## src/rtl/uart_rxtx.sv

```systemverilog
// ============================================================================
// uart_rxtx
// ----------------------------------------------------------------------------
// Fixed-format 8N1 serial transceiver. It contains one receiver and one
// transmitter that share the clock and the bit-period divider. This is the
// serial engine behind the SoC UART register block.
//
// Parameters
//   CLK_FRE        system clock frequency in MHz
//   BAUD_RATE      line rate in bit/s
//                  The bit period is CYCLE = CLK_FRE*1e6/BAUD_RATE clocks,
//                  using integer division. CYCLE must be at least 2.
//
// Ports
//   clk            system clock; all logic runs on the rising edge
//   reset          synchronous, active-high
//   rx_pin         serial input, idle high, asynchronous to clk
//   rx_data        last correctly received byte
//   rx_data_valid  high while rx_data holds an unconsumed byte
//   rx_data_ready  consumer accepts rx_data when valid & ready
//   tx_data        byte to transmit, sampled only at the accept edge
//   tx_data_valid  producer offers tx_data
//   tx_data_ready  transmitter idle; doubles as "transmitter empty"
//   tx_pin         serial output, idle high
//   loopback       (only with UART_LOOPBACK_EN) echo received bytes on TX
//
// Build option
//   UART_LOOPBACK_EN  adds the loopback input. When loopback=1, every freshly
//                     received byte is offered to the transmitter in place of
//                     tx_data/tx_data_valid.
// ============================================================================
module uart_rxtx #(
    parameter int CLK_FRE   = 30,
    parameter int BAUD_RATE = 115200
) (
    input  logic       clk,
    input  logic       reset,
    input  logic       rx_pin,
    output logic [7:0] rx_data,
    output logic       rx_data_valid,
    input  logic       rx_data_ready,
    input  logic [7:0] tx_data,
    input  logic       tx_data_valid,
    output logic       tx_data_ready,
    output logic       tx_pin
`ifdef UART_LOOPBACK_EN
    ,
    input  logic       loopback
`endif
);

    localparam int CYCLE = (CLK_FRE * 1000000) / BAUD_RATE;
    localparam int CNT_W = (CYCLE > 2) ? $clog2(CYCLE) : 1;

    localparam logic [CNT_W-1:0] BIT_LAST  = CNT_W'(CYCLE - 1);
    localparam logic [CNT_W-1:0] HALF_LAST = CNT_W'(CYCLE / 2 - 1);
    localparam logic [CNT_W-1:0] CNT_ZERO  = '0;
    localparam logic [CNT_W-1:0] CNT_ONE   = CNT_W'(1);

    typedef enum logic [1:0] {
        TX_IDLE,
        TX_START,
        TX_DATA,
        TX_STOP
    } tx_state_t;

    typedef enum logic [2:0] {
        RX_IDLE,
        RX_START,
        RX_DATA,
        RX_STOP,
        RX_WAIT_HIGH
    } rx_state_t;

    // ------------------------------------------------------------------
    // Signal declarations
    // ------------------------------------------------------------------
    tx_state_t        tx_state, tx_state_nxt;
    logic [CNT_W-1:0] tx_cnt, tx_cnt_nxt;
    logic [2:0]       tx_bit, tx_bit_nxt;
    logic [7:0]       tx_shift, tx_shift_nxt;
    logic [7:0]       tx_src_data;
    logic             tx_src_valid;

    logic             rx_meta, rx_sync;
    rx_state_t        rx_state, rx_state_nxt;
    logic [CNT_W-1:0] rx_cnt, rx_cnt_nxt;
    logic [2:0]       rx_bit, rx_bit_nxt;
    logic [7:0]       rx_shift, rx_shift_nxt;
    logic             rx_byte_done;

    // ------------------------------------------------------------------
    // Receive path
    // ------------------------------------------------------------------

    // Two-flop synchronizer for the asynchronous serial input. The flops
    // reset to the idle level so that reset cannot fake a start bit.
    always_ff @(posedge clk) begin
        if (reset) begin
            rx_meta <= 1'b1;
            rx_sync <= 1'b1;
        end else begin
            rx_meta <= rx_pin;
            rx_sync <= rx_meta;
        end
    end

    // Receiver state register.
    always_ff @(posedge clk) begin
        if (reset) begin
            rx_state <= RX_IDLE;
            rx_cnt   <= '0;
            rx_bit   <= '0;
            rx_shift <= '0;
        end else begin
            rx_state <= rx_state_nxt;
            rx_cnt   <= rx_cnt_nxt;
            rx_bit   <= rx_bit_nxt;
            rx_shift <= rx_shift_nxt;
        end
    end

    // Receiver next-state logic. START waits half a bit and re-checks the
    // line, which rejects short glitches. That wait also places every later
    // sample, one full bit apart, at the centre of its bit. A stop bit that
    // reads 0 is a framing error. The byte is dropped and the receiver waits
    // for the line to return high, so it does not resynchronise in the
    // middle of a break.
    always_comb begin
        rx_state_nxt = rx_state;
        rx_cnt_nxt   = rx_cnt;
        rx_bit_nxt   = rx_bit;
        rx_shift_nxt = rx_shift;
        rx_byte_done = 1'b0;
        case (rx_state)
            RX_IDLE: begin
                if (!rx_sync) begin
                    rx_cnt_nxt   = CNT_ZERO;
                    rx_state_nxt = RX_START;
                end
            end
            RX_START: begin
                if (rx_cnt == HALF_LAST) begin
                    rx_cnt_nxt = CNT_ZERO;
                    rx_bit_nxt = 3'd0;
                    rx_state_nxt = rx_sync ? RX_IDLE : RX_DATA;
                end else begin
                    rx_cnt_nxt = rx_cnt + CNT_ONE;
                end
            end
            RX_DATA: begin
                if (rx_cnt == BIT_LAST) begin
                    rx_cnt_nxt   = CNT_ZERO;
                    rx_shift_nxt = {rx_sync, rx_shift[7:1]};
                    rx_bit_nxt   = rx_bit + 3'd1;
                    if (rx_bit == 3'd7) begin
                        rx_state_nxt = RX_STOP;
                    end
                end else begin
                    rx_cnt_nxt = rx_cnt + CNT_ONE;
                end
            end
            RX_STOP: begin
                if (rx_cnt == BIT_LAST) begin
                    rx_cnt_nxt = CNT_ZERO;
                    if (rx_sync) begin
                        rx_byte_done = 1'b1;
                        rx_state_nxt = RX_IDLE;
                    end else begin
                        rx_state_nxt = RX_WAIT_HIGH;
                    end
                end else begin
                    rx_cnt_nxt = rx_cnt + CNT_ONE;
                end
            end
            RX_WAIT_HIGH: begin
                if (rx_sync) begin
                    rx_state_nxt = RX_IDLE;
                end
            end
            default: begin
                rx_state_nxt = RX_IDLE;
            end
        endcase
    end

    // Output holding register and valid flag. A completing byte takes
    // priority over a handshake on the same edge. On overrun the newer byte
    // replaces the old one and valid stays set.
    always_ff @(posedge clk) begin
        if (reset) begin
            rx_data       <= 8'h00;
            rx_data_valid <= 1'b0;
        end else if (rx_byte_done) begin
            rx_data       <= rx_shift;
            rx_data_valid <= 1'b1;
        end else if (rx_data_valid && rx_data_ready) begin
            rx_data_valid <= 1'b0;
        end
    end

    // ------------------------------------------------------------------
    // Transmitter source selection
    // ------------------------------------------------------------------
`ifdef UART_LOOPBACK_EN
    logic rx_new_byte;

    // One-cycle marker that is high on the first cycle of each new
    // rx_data_valid. In loopback it acts as the echo request. A byte that is
    // never consumed is therefore echoed once, not repeatedly, and a byte
    // that lands while the transmitter is busy is simply not echoed.
    always_ff @(posedge clk) begin
        if (reset) begin
            rx_new_byte <= 1'b0;
        end else begin
            rx_new_byte <= rx_byte_done;
        end
    end

    // Loopback mux: in loopback the external producer is ignored.
    always_comb begin
        tx_src_data  = tx_data;
        tx_src_valid = tx_data_valid;
        if (loopback) begin
            tx_src_data  = rx_data;
            tx_src_valid = rx_new_byte;
        end
    end
`else
    assign tx_src_data  = tx_data;
    assign tx_src_valid = tx_data_valid;
`endif

    // ------------------------------------------------------------------
    // Transmit path
    // ------------------------------------------------------------------

    // Transmitter state register.
    always_ff @(posedge clk) begin
        if (reset) begin
            tx_state <= TX_IDLE;
            tx_cnt   <= '0;
            tx_bit   <= '0;
            tx_shift <= '0;
        end else begin
            tx_state <= tx_state_nxt;
            tx_cnt   <= tx_cnt_nxt;
            tx_bit   <= tx_bit_nxt;
            tx_shift <= tx_shift_nxt;
        end
    end

    // Transmitter next-state logic and line decode. Ready is a pure decode
    // of IDLE. A producer that drives valid from ready therefore gets
    // exactly one accept: ready falls on the edge that takes the byte.
    // Each line state lasts exactly CYCLE clocks.
    always_comb begin
        tx_state_nxt  = tx_state;
        tx_cnt_nxt    = tx_cnt;
        tx_bit_nxt    = tx_bit;
        tx_shift_nxt  = tx_shift;
        tx_data_ready = (tx_state == TX_IDLE);
        tx_pin        = 1'b1;
        case (tx_state)
            TX_IDLE: begin
                if (tx_src_valid) begin
                    tx_shift_nxt = tx_src_data;
                    tx_cnt_nxt   = CNT_ZERO;
                    tx_bit_nxt   = 3'd0;
                    tx_state_nxt = TX_START;
                end
            end
            TX_START: begin
                tx_pin = 1'b0;
                if (tx_cnt == BIT_LAST) begin
                    tx_cnt_nxt   = CNT_ZERO;
                    tx_state_nxt = TX_DATA;
                end else begin
                    tx_cnt_nxt = tx_cnt + CNT_ONE;
                end
            end
            TX_DATA: begin
                tx_pin = tx_shift[0];
                if (tx_cnt == BIT_LAST) begin
                    tx_cnt_nxt   = CNT_ZERO;
                    tx_shift_nxt = {1'b0, tx_shift[7:1]};
                    tx_bit_nxt   = tx_bit + 3'd1;
                    if (tx_bit == 3'd7) begin
                        tx_state_nxt = TX_STOP;
                    end
                end else begin
                    tx_cnt_nxt = tx_cnt + CNT_ONE;
                end
            end
            TX_STOP: begin
                if (tx_cnt == BIT_LAST) begin
                    tx_cnt_nxt   = CNT_ZERO;
                    tx_state_nxt = TX_IDLE;
                end else begin
                    tx_cnt_nxt = tx_cnt + CNT_ONE;
                end
            end
            default: begin
                tx_state_nxt = TX_IDLE;
            end
        endcase
    end

endmodule

```

## config.mk

```make
export PLATFORM = sky130hd
export DESIGN_NAME = uart_rxtx
export DESIGN_NICKNAME = d
export VERILOG_FILES = /design/src/rtl/uart_rxtx.sv
export SDC_FILE = /design/constraint.sdc
export NUM_CORES = 1
export LEC_CHECK = 0
export BUFFER_PORTS_ARGS = -buffer_cell sky130_fd_sc_hd__clkbuf_2
export CORE_MARGIN = 2
export CORE_UTILIZATION = 30
export CTS_BUF_LIST = sky130_fd_sc_hd__clkbuf_4 sky130_fd_sc_hd__clkbuf_8
export DETAILED_ROUTE_END_ITERATION = 16
export HOLD_SLACK_MARGIN = 0.02
export PLACE_DENSITY_LB_ADDON = 0.15
export SYNTH_ARGS = -nofsm -noshare
export SYNTH_HDL_FRONTEND = slang
export SYNTH_SLANG_ARGS = --single-unit
```

## constraint.sdc

```tcl
create_clock -name clk -period 3.2 [get_ports clk]
set_input_delay 0.48 -clock clk [delete_from_list [all_inputs] [get_ports clk]]
set_output_delay 0.48 -clock clk [all_outputs]
set_load 0.02 [all_outputs]
```

==> impl_metrics.yaml, run 1 <==
synthesis:
  ys_types: 47
  synthArstFlopShare_pct: 0
  synthesis.nets: 361
  avgSynthCellArea_um2: 8.406
  synth_edf_count: 0
  syn_area_mm2: 0.002833
  ys_ff_latch: 56
  yosysSeqAreaShare_pct: 39.58
  yosysWarnings: 0
  synth_top_flop_cell: "dfxtp_1"
  synthCells: 337
timing:
  min_period_over_period_pct: 72.36
  worst_slew_pin_slew_ps: 877.0
  slew-limit-headroom_pct: 41.53
  skew_ps: 9.798
  final-setup-viol-count: 0
  fin_setup_tns_ps: 0
  rsz0062_at_grt: "false"
  fin_hold_ws_ps: 353.3
  slew_violations: 0
  finalHoldViolations: 0
  fmax_mhz: 431.9
  min_period_ps: 2315
cts:
  worstSkewPairLatency_ps: 310
  cts_sinks: 56
  htreeDepth: 2
  cts_tree: "done"
  cts_buffers: 5
  cts_setup_buffers: 0
  cts.path.max_buffers: 2
  holdBufCountCts: 0
  clkSlewWorstSetupHoldPaths_ps: 100
  cts_root_buf: "clkbuf_8"
  cts_resized: 0
place:
  gp_congestion: 0.7787
  io_buffers: 23
  place_hpwl_um: 4307
power_and_ir_drop:
  p_int_uw: 1140
  comb_power_share_pct: 32.8
  cellLeakagePower_uw: 0.001078
  switching_share_pct: 36.91
  ir_worst_vdd_uv: 421.4
  clkPwrFrac_pct: 22.5
  power_density_mw_per_mm2: 580.4
  seqPwrFrac_pct: 44.7
  netSwitchingPower_uw: 667.2
min_path:
  hold_path_class: "in2reg"
global_routing:
  antenna_found_initial: 0
  overflow: 0
  first_global_vias: 2209
  grt_pass1_wl_um: 10820
  grt_max_degree: 46
  grt_use_total_pct: 12.79
setup_path:
  arrival_ps: 2500
  critPathLaunchType: "register"
  critPathRequiredTime_ps: 3380
  critPathMaxStageDelay_ps: 690
  crit_path_end_kind: "register"
  path_common_cell: "a21oi_1"
  crit_chain: "ha_1, nor4bb_1, a21oi_1, a21oi_1, a211oi_1"
  cp_slowest_cell: "nor4bb_1"
  path_class: "reg2reg"
  crit_fanout: 12
floorplan:
  dieArea_mm2: 0.01024
  io_pins: 24
  core_area_mm2: 0.009196
  fp.dieW_um: 101.2
  placementRows: 35
  initial_core_util_pct: 30.80
  die_h_um: 101.2
routing:
  vias_per_cell: 5.327
  antenna_left: 0
  vias: 2445
  first_iter_violations: 60
  drt_first_pass_iters: 4
  drc: 0
  routed_wl_um: 6320
  wire_per_inst_um: 13.77
layout:
  layout.nets: 371
  fillCellCount: 993
  layout_common_cells: "dfxtp_1 (56), a21oi_1 (37), nor2_1 (26)"
  antenna-diode-count: 0
  layout-drive-gt1-share_pct: 12.64
  layout_commonest_cell: "dfxtp_1"
  syn_to_final_growth_pct: 9.938
run:
  drv_cap: 0
status:
  status: "completed"
flip-flops by register name (all words and copies together), names as in the netlist:
name,flops
rx_data,8
rx_cnt,9
rx_sync,1
tx_bit,3
rx_shift,8
rx_meta,1
rx_data_valid,1
tx_shift,8
rx_state,3
tx_cnt,9
rx_bit,3
tx_state,2
layer usage:
layer	vias up	share of wire (%)	global-route usage (%)
met5	-	0	0
met2	26	46	20.89
met1	1155	50	17.53
met3	4	3.0	2.553
li1	1260	-	-
met4	0	0.73	2.807
per-stage QoR:
step	total power, uW	std cells	worst slack [ps]	instance area [um2]	utilization, %
after floorplan	1297	337	1074	2833	-
after global placement	1418	451	1084	3022	32.86
after detailed placement	1425	451	1015	3022	32.86
after CTS	1839	459	929.3	3114	33.86
after global routing	1938	459	667.1	3114	33.86
final	1807	459	884.6	3114	33.86
synthesized netlist by cell type (2+ instances only):
library cell,instances,area [um2]
nand3b_1,4,30.03
a211oi_1,2,15.01
or3b_2,2,17.52
nor3_1,5,25.02
o21a_1,4,30.03
nand2_1,24,90.09
inv_1,9,33.78
nand3_1,18,90.09
clkbuf_1,19,71.32
a311oi_1,10,87.58
mux2i_1,18,180.2
o31a_1,3,26.28
ha_1,11,137.6
or2_2,2,12.51
nor3_2,2,20.02
or4_1,2,15.01
nor4_1,5,31.28
o21ai_0,24,120.1
nand4b_1,3,26.28
nor4b_1,2,17.52
o311a_1,2,20.02
o22ai_1,5,31.28
nor2b_1,4,25.02
dfxtp_1,56,1121
and3_1,2,12.51
nor2_1,26,97.59
nand2b_1,8,50.05
buf_2,3,15.01
o221ai_1,3,26.28
nand4_1,6,37.54
a21oi_1,37,185.2
worst paths after layout:
path,start,end,slack [ps],cells after the start
worst min register to register,rx_meta$_SDFF_PP1_,rx_sync$_SDFF_PP1_,460,1
worst min-delay path,rx_pin,rx_meta$_SDFF_PP1_,350,2
worst max register to register,tx_cnt[0]$_SDFFE_PP0P_,tx_cnt[3]$_SDFFE_PP0P_,880,5
worst max-delay path,tx_cnt[0]$_SDFFE_PP0P_,tx_cnt[3]$_SDFFE_PP0P_,880,5
area by class of cell:
type	instances	area, um2	share of cell area [%]
Inverter	9	33.78	1.085
Timing Repair Buffer	27	145.1	4.660
Clock buffer	5	68.82	2.210
Sequential cell	56	1121	36.00
Clock inverter	3	23.77	0.7634
Tap cell	111	138.9	4.460
Multi-Input combinational cell	248	1583	50.82
worst max-delay path, delay by kind of cell, from the launching register on:
family | cells | cell delay [ps]
AOI/OAI and AO/OA | 3 | 780
adders and majority gates | 1 | 320
DFF | 1 | 400
and+or+nand+nor | 1 | 690
cells by family (layout without fill, tap and decap cells):
logic type / after synthesis / after routing / synth area share (%)
buf+inv: 33 / 44 / 4.770
flops: 56 / 56 / 39.58
xor+xnor: 1 / 1 / 0.3092
mux: 18 / 18 / 6.360
compound gates: 99 / 99 / 21.82
simple gates: 119 / 119 / 22.31
fa+ha+maj: 11 / 11 / 4.859
power groups by stage:
stage          logic [uW]  clock network, uW  registers [uW]
5_1_grt               670                452             816
3_3_place_gp          597                  0             821
6_report              594                406             808
3_5_place_dp          601                  0             824
2_1_floorplan         491                  0             806
4_1_cts               601                431             808
Power figures use the tool's default switching activity.
==> run 2, diff against run 1 <==
clock period = 2.4 ns   (was 3.2 ns; I/O delays follow)
==> run 2 against run 1 <==
Largest power group unchanged. Critical path depth down 1. Clock power increased by 34%. First-iteration DRC count up 33%. Sequential cell count unchanged. Die area unchanged. Final cell count increased by 1.3%. Hold slack got worse by 130 ps. Combinational power rose by 39%.
==> impl_metrics.yaml, run 2 (synthesis gave the netlist of run 1 again) <==
cts:
  clkSlewWorstSetupHoldPaths_ps: 110
  cts_root_buf: "clkbuf_8"
  cts_resized: 0
  worstSkewPairLatency_ps: 310
  cts_buffers: 5
  holdBufCountCts: 0
  cts_setup_buffers: 0
  cts_sinks: 56
  htreeDepth: 2
  cts.path.max_buffers: 2
  cts_tree: "done"
power_and_ir_drop:
  cellLeakagePower_uw: 0.001108
  power_density_mw_per_mm2: 774.9
  ir_worst_vdd_uv: 456.5
timing:
  worst_slew_pin_slew_ps: 769.2
  slew-limit-headroom_pct: 48.25
  fin_setup_tns_ps: 0
  min_period_over_period_pct: 85.97
  fin_hold_ws_ps: 226.1
  fmax_mhz: 484.7
  slew_violations: 0
  min_period_ps: 2063
  skew_ps: 8.795
  finalHoldViolations: 0
  rsz0062_at_grt: "false"
  final-setup-viol-count: 0
setup_path:
  rrSetupSlack_ps: 340
  r2r-end: "rx_data[4]$_SDFFE_PP0P_"
  rr_startpoint: "rx_cnt[3]$_SDFFE_PP0P_"
  critPathLaunchType: "register"
  crit_chain: "or4_1, or4_4, o21ai_0, a21oi_1"
  critPathMaxStageDelay_ps: 690
  ff2ff_path_depth: 4
  crit_fanout: 10
  path_delay_family: "simple AND/OR/NAND/NOR gates"
  critPathRequiredTime_ps: 2590
  path_buf_inv: 0
  crit_path_end_kind: "register"
  path_class: "reg2reg"
  cp_slowest_cell: "or4_1"
  arrival_ps: 2250
min_path:
  min_to: "rx_meta$_SDFF_PP1_"
  hold_start: "rx_pin"
  hold_path_class: "in2reg"
  holdPathStages: 2
layout:
  utilization_pct: 34.35
  layout.nets: 377
  layout_commonest_cell: "dfxtp_1"
  largestRegisters: "rx_cnt x9, tx_cnt x9"
  syn_to_final_growth_pct: 11.53
  layout_common_cells: "dfxtp_1 (56), a21oi_1 (37), nor2_1 (26)"
  antenna-diode-count: 0
  layout-drive-gt1-share_pct: 14.12
place:
  place_hpwl_um: 4259
  gp_congestion: 0.7523
  io_buffers: 23
global_routing:
  grt_max_degree: 53
  grt_pass1_wl_um: 10790
  first_global_vias: 2220
  overflow: 0
  antenna_found_initial: 0
  grt_use_total_pct: 12.83
floorplan:
  fp.dieW_um: 101.2
  placementRows: 35
  core_area_mm2: 0.009196
  dieArea_mm2: 0.01024
  io_pins: 24
  die_h_um: 101.2
  initial_core_util_pct: 30.80
routing:
  first_iter_violations: 80
  vias_per_cell: 5.252
  wire_per_inst_um: 13.42
  drc: 0
  drt_first_pass_iters: 4
  vias: 2442
  routed_wl_um: 6241
  antenna_left: 0
run:
  drv_cap: 0
status:
  status: "completed"
-- run 2: cell count changes in the layout (fill, tap and decap cells not counted) --
cell	delta
buf_4	+6
-- run 2: power by group --
group	switching [uW]	leakage (uW)	internal, uW	total [uW]
clock network	337	0.0000404	208	545
registers	63.1	0.000454	1010	1080
logic	505	0.000613	323	827
total	905	0.00111	1540	2450
-- run 2: how the worst max path moves through the flow --
stage                     depth (start not counted)                      from  slack (ps)                      end
after global placement                            4    rx_cnt[3]$_SDFFE_PP0P_         380  rx_data[5]$_SDFFE_PP0P_
final                                             4    rx_cnt[3]$_SDFFE_PP0P_         340  rx_data[4]$_SDFFE_PP0P_
after global routing                              4  tx_state[0]$_SDFFE_PP0P_         190                   tx_pin
after CTS                                         4  tx_state[0]$_SDFFE_PP0P_         320                   tx_pin
after floorplan                                   5  tx_state[0]$_SDFFE_PP0P_         390                   tx_pin
after detailed placement                          4    rx_cnt[3]$_SDFFE_PP0P_         340  rx_data[4]$_SDFFE_PP0P_
-- run 2: through the flow --
step                area [um2]  worst slack (ps)  cells  total power, uW
floorplan                 2833             394.5    337             1729
global placement          3067             377.4    457             1926
detailed placement        3067             336.7    457             1929
CTS                       3159             317.2    465             2486
global route              3159             194.7    465             2616
finish                    3159             336.8    465             2448
-- run 2: worst reg2reg max path, delay by kind of cell (launching register included) --
kind            cells  cell delay, ps
compound gates      2             270
simple gates        2            1290
flops               1             380
-- run 2: area by class of cell --
cell class | instances | area, um2
fillers | 994 | 6037
multi-input cells | 248 | 1583
flip-flops and latches | 56 | 1121
repair buffers | 33 | 190.2
well taps | 111 | 138.9
clock buffers | 5 | 68.82
inverters | 9 | 33.78
clock inverters | 3 | 23.77
-- run 2: per-layer routing --
metal	track usage (%)	vias up	wire length, um
li1	-	1267	-
met1	18.42	1140	3140
met2	19.46	31	2835
met3	3.037	4	213
met4	3.119	0	51
met5	0	-	0
==> run 3, diff against run 2 <==
CORE_UTILIZATION = 33   (was 30)
==> run 3 against run 2 <==
Sequential power about the same. Worst setup slack worse by 10 ps. Hold slack worse by 1.7 ps. Clock skew down 1.1 ps. Via count down 0.70%. Critical path depth unchanged. Global-route usage up 0.70 points. Routed wire length down 2.3%. Sequential cell count unchanged. Total power down 0.14%. Die area down 8.7%. Critical endpoint is now rx_data[1]$_SDFFE_PP0P_. Largest power group unchanged.
==> impl_metrics.yaml, run 3 (synthesis gave the netlist of run 1 again) <==
global_routing:
  first_global_vias: 2336
  grt_use_total_pct: 13.54
  overflow: 0
  antenna_found_initial: 0
  grt_max_degree: 50
  grt_pass1_wl_um: 10920
cts:
  cts_sinks: 56
  htreeDepth: 2
  cts_resized: 0
  cts_tree: "done"
  cts_root_buf: "clkbuf_8"
  cts_setup_buffers: 0
  cts.path.max_buffers: 2
  holdBufCountCts: 0
  worstSkewPairLatency_ps: 310
  cts_buffers: 5
  clkSlewWorstSetupHoldPaths_ps: 100
timing:
  worst_slew_pin_slew_ps: 702.6
  skew_ps: 7.724
  min_period_ps: 2074
  final-setup-viol-count: 0
  fmax_mhz: 482.3
  finalHoldViolations: 0
  slew-limit-headroom_pct: 52.73
  slew_violations: 0
  fin_setup_tns_ps: 0
  min_period_over_period_pct: 86.40
  rsz0062_at_grt: "false"
min_path:
  min_to: "rx_meta$_SDFF_PP1_"
  hold_path_class: "in2reg"
  hold_start: "rx_pin"
  holdPathStages: 2
power_and_ir_drop:
  netSwitchingPower_uw: 875.0
  power_density_mw_per_mm2: 776.6
  switching_share_pct: 35.79
  cellLeakagePower_uw: 0.001114
  p_int_uw: 1570
  ir_worst_vdd_uv: 365.0
  seqPwrFrac_pct: 43.8
  comb_power_share_pct: 33.2
  clkPwrFrac_pct: 23.0
routing:
  drt_first_pass_iters: 4
  vias_per_cell: 5.295
  wire_per_inst_um: 13.32
  antenna_left: 0
  first_iter_violations: 90
  vias: 2425
  routed_wl_um: 6099
  drc: 0
floorplan:
  initial_core_util_pct: 34.30
  die_h_um: 96.65
  fp.dieW_um: 96.65
  io_pins: 24
  dieArea_mm2: 0.009341
  core_area_mm2: 0.008258
  placementRows: 33
layout:
  postLayoutCellArea_mm2: 0.003148
  layout.nets: 376
  layout_common_cells: "dfxtp_1 (56), a21oi_1 (37), nor2_1 (26)"
  layout-drive-gt1-share_pct: 13.88
  largestRegisters: "rx_cnt x9, tx_cnt x9"
  antenna-diode-count: 0
  layout_commonest_cell: "dfxtp_1"
  syn_to_final_growth_pct: 11.13
setup_path:
  crit_chain: "or4_1, or4_4, o21ai_0, a21oi_1"
  ff2ff_path_depth: 4
  path_delay_family: "simple AND/OR/NAND/NOR gates"
  rrSetupSlack_ps: 330
  path_buf_inv: 0
  crit_fanout: 10
  cp_slowest_cell: "or4_1"
  critPathRequiredTime_ps: 2590
  arrival_ps: 2260
  rr_startpoint: "rx_cnt[3]$_SDFFE_PP0P_"
  crit_path_end_kind: "register"
  r2r-end: "rx_data[1]$_SDFFE_PP0P_"
  critPathLaunchType: "register"
  path_class: "reg2reg"
  critPathMaxStageDelay_ps: 690
status:
  status: "completed"
place:
  io_buffers: 23
  gp_congestion: 0.7360
  place_hpwl_um: 4171
  place_area_mm2: 0.003052
run:
  drv_cap: 0
run 3: cell count changes in the layout (fill, tap and decap cells not counted):
cell	delta
clkinv_2	+1
buf_4	-1
clkbuf_8	+1
clkinvlp_4	-2
clkinv_4	-1
inv_6	+1
run 3: area by class of cell:
cell class / count / area [um2]
clock inverter: 2 / 13.76
clock buffer: 6 / 82.58
timing repair buffer: 32 / 182.7
fill: 885 / 5110
tap: 105 / 131.4
sequential: 56 / 1121
multi-input combinational: 248 / 1583
inverter: 9 / 33.78
run 3: how the worst max path moves through the flow:
stage / start / end / slack, ps / cells past startpoint
global route: rx_cnt[3]$_SDFFE_PP0P_ / rx_data[1]$_SDFFE_PP0P_ / 200 / 4
finish: rx_cnt[3]$_SDFFE_PP0P_ / rx_data[1]$_SDFFE_PP0P_ / 330 / 4
global placement: rx_cnt[3]$_SDFFE_PP0P_ / rx_data[7]$_SDFFE_PP0P_ / 390 / 4
CTS: rx_cnt[3]$_SDFFE_PP0P_ / rx_data[1]$_SDFFE_PP0P_ / 340 / 4
detailed placement: rx_cnt[3]$_SDFFE_PP0P_ / rx_data[1]$_SDFFE_PP0P_ / 360 / 4
floorplan: tx_state[0]$_SDFFE_PP0P_ / tx_pin / 390 / 5
run 3: power by group through the flow:
stage,registers (uW),logic [uW],clock network (uW)
4_1_cts,1070,827,592
5_1_grt,1090,925,632
6_report,1070,812,561
3_3_place_gp,1090,825,0
3_5_place_dp,1090,826,0
2_1_floorplan,1070,655,0
run 3: per-layer routing:
metal | vias to the layer above | global-route usage (%) | part of all wire (%)
met4 | 0 | 3.034 | 1.0
met2 | 20 | 22.06 | 45
li1 | 1264 | - | -
met3 | 7 | 2.601 | 2.0
met1 | 1134 | 18.63 | 52
met5 | - | 0 | 0
run 3: metrics by stage:
stage                     hold WS (ps)  total power [uW]  util (%)  worst slack (ps)  cells
after floorplan                  389.5              1729         -             394.5    337
after global placement           403.7              1919     36.95             394.7    450
after detailed placement         398.3              1919     36.95             356.1    450
after CTS                        218.3              2491     38.12             340.8    458
after global routing             210.3              2644     38.12             204.8    458
final                            224.4              2445     38.12             326.4    458
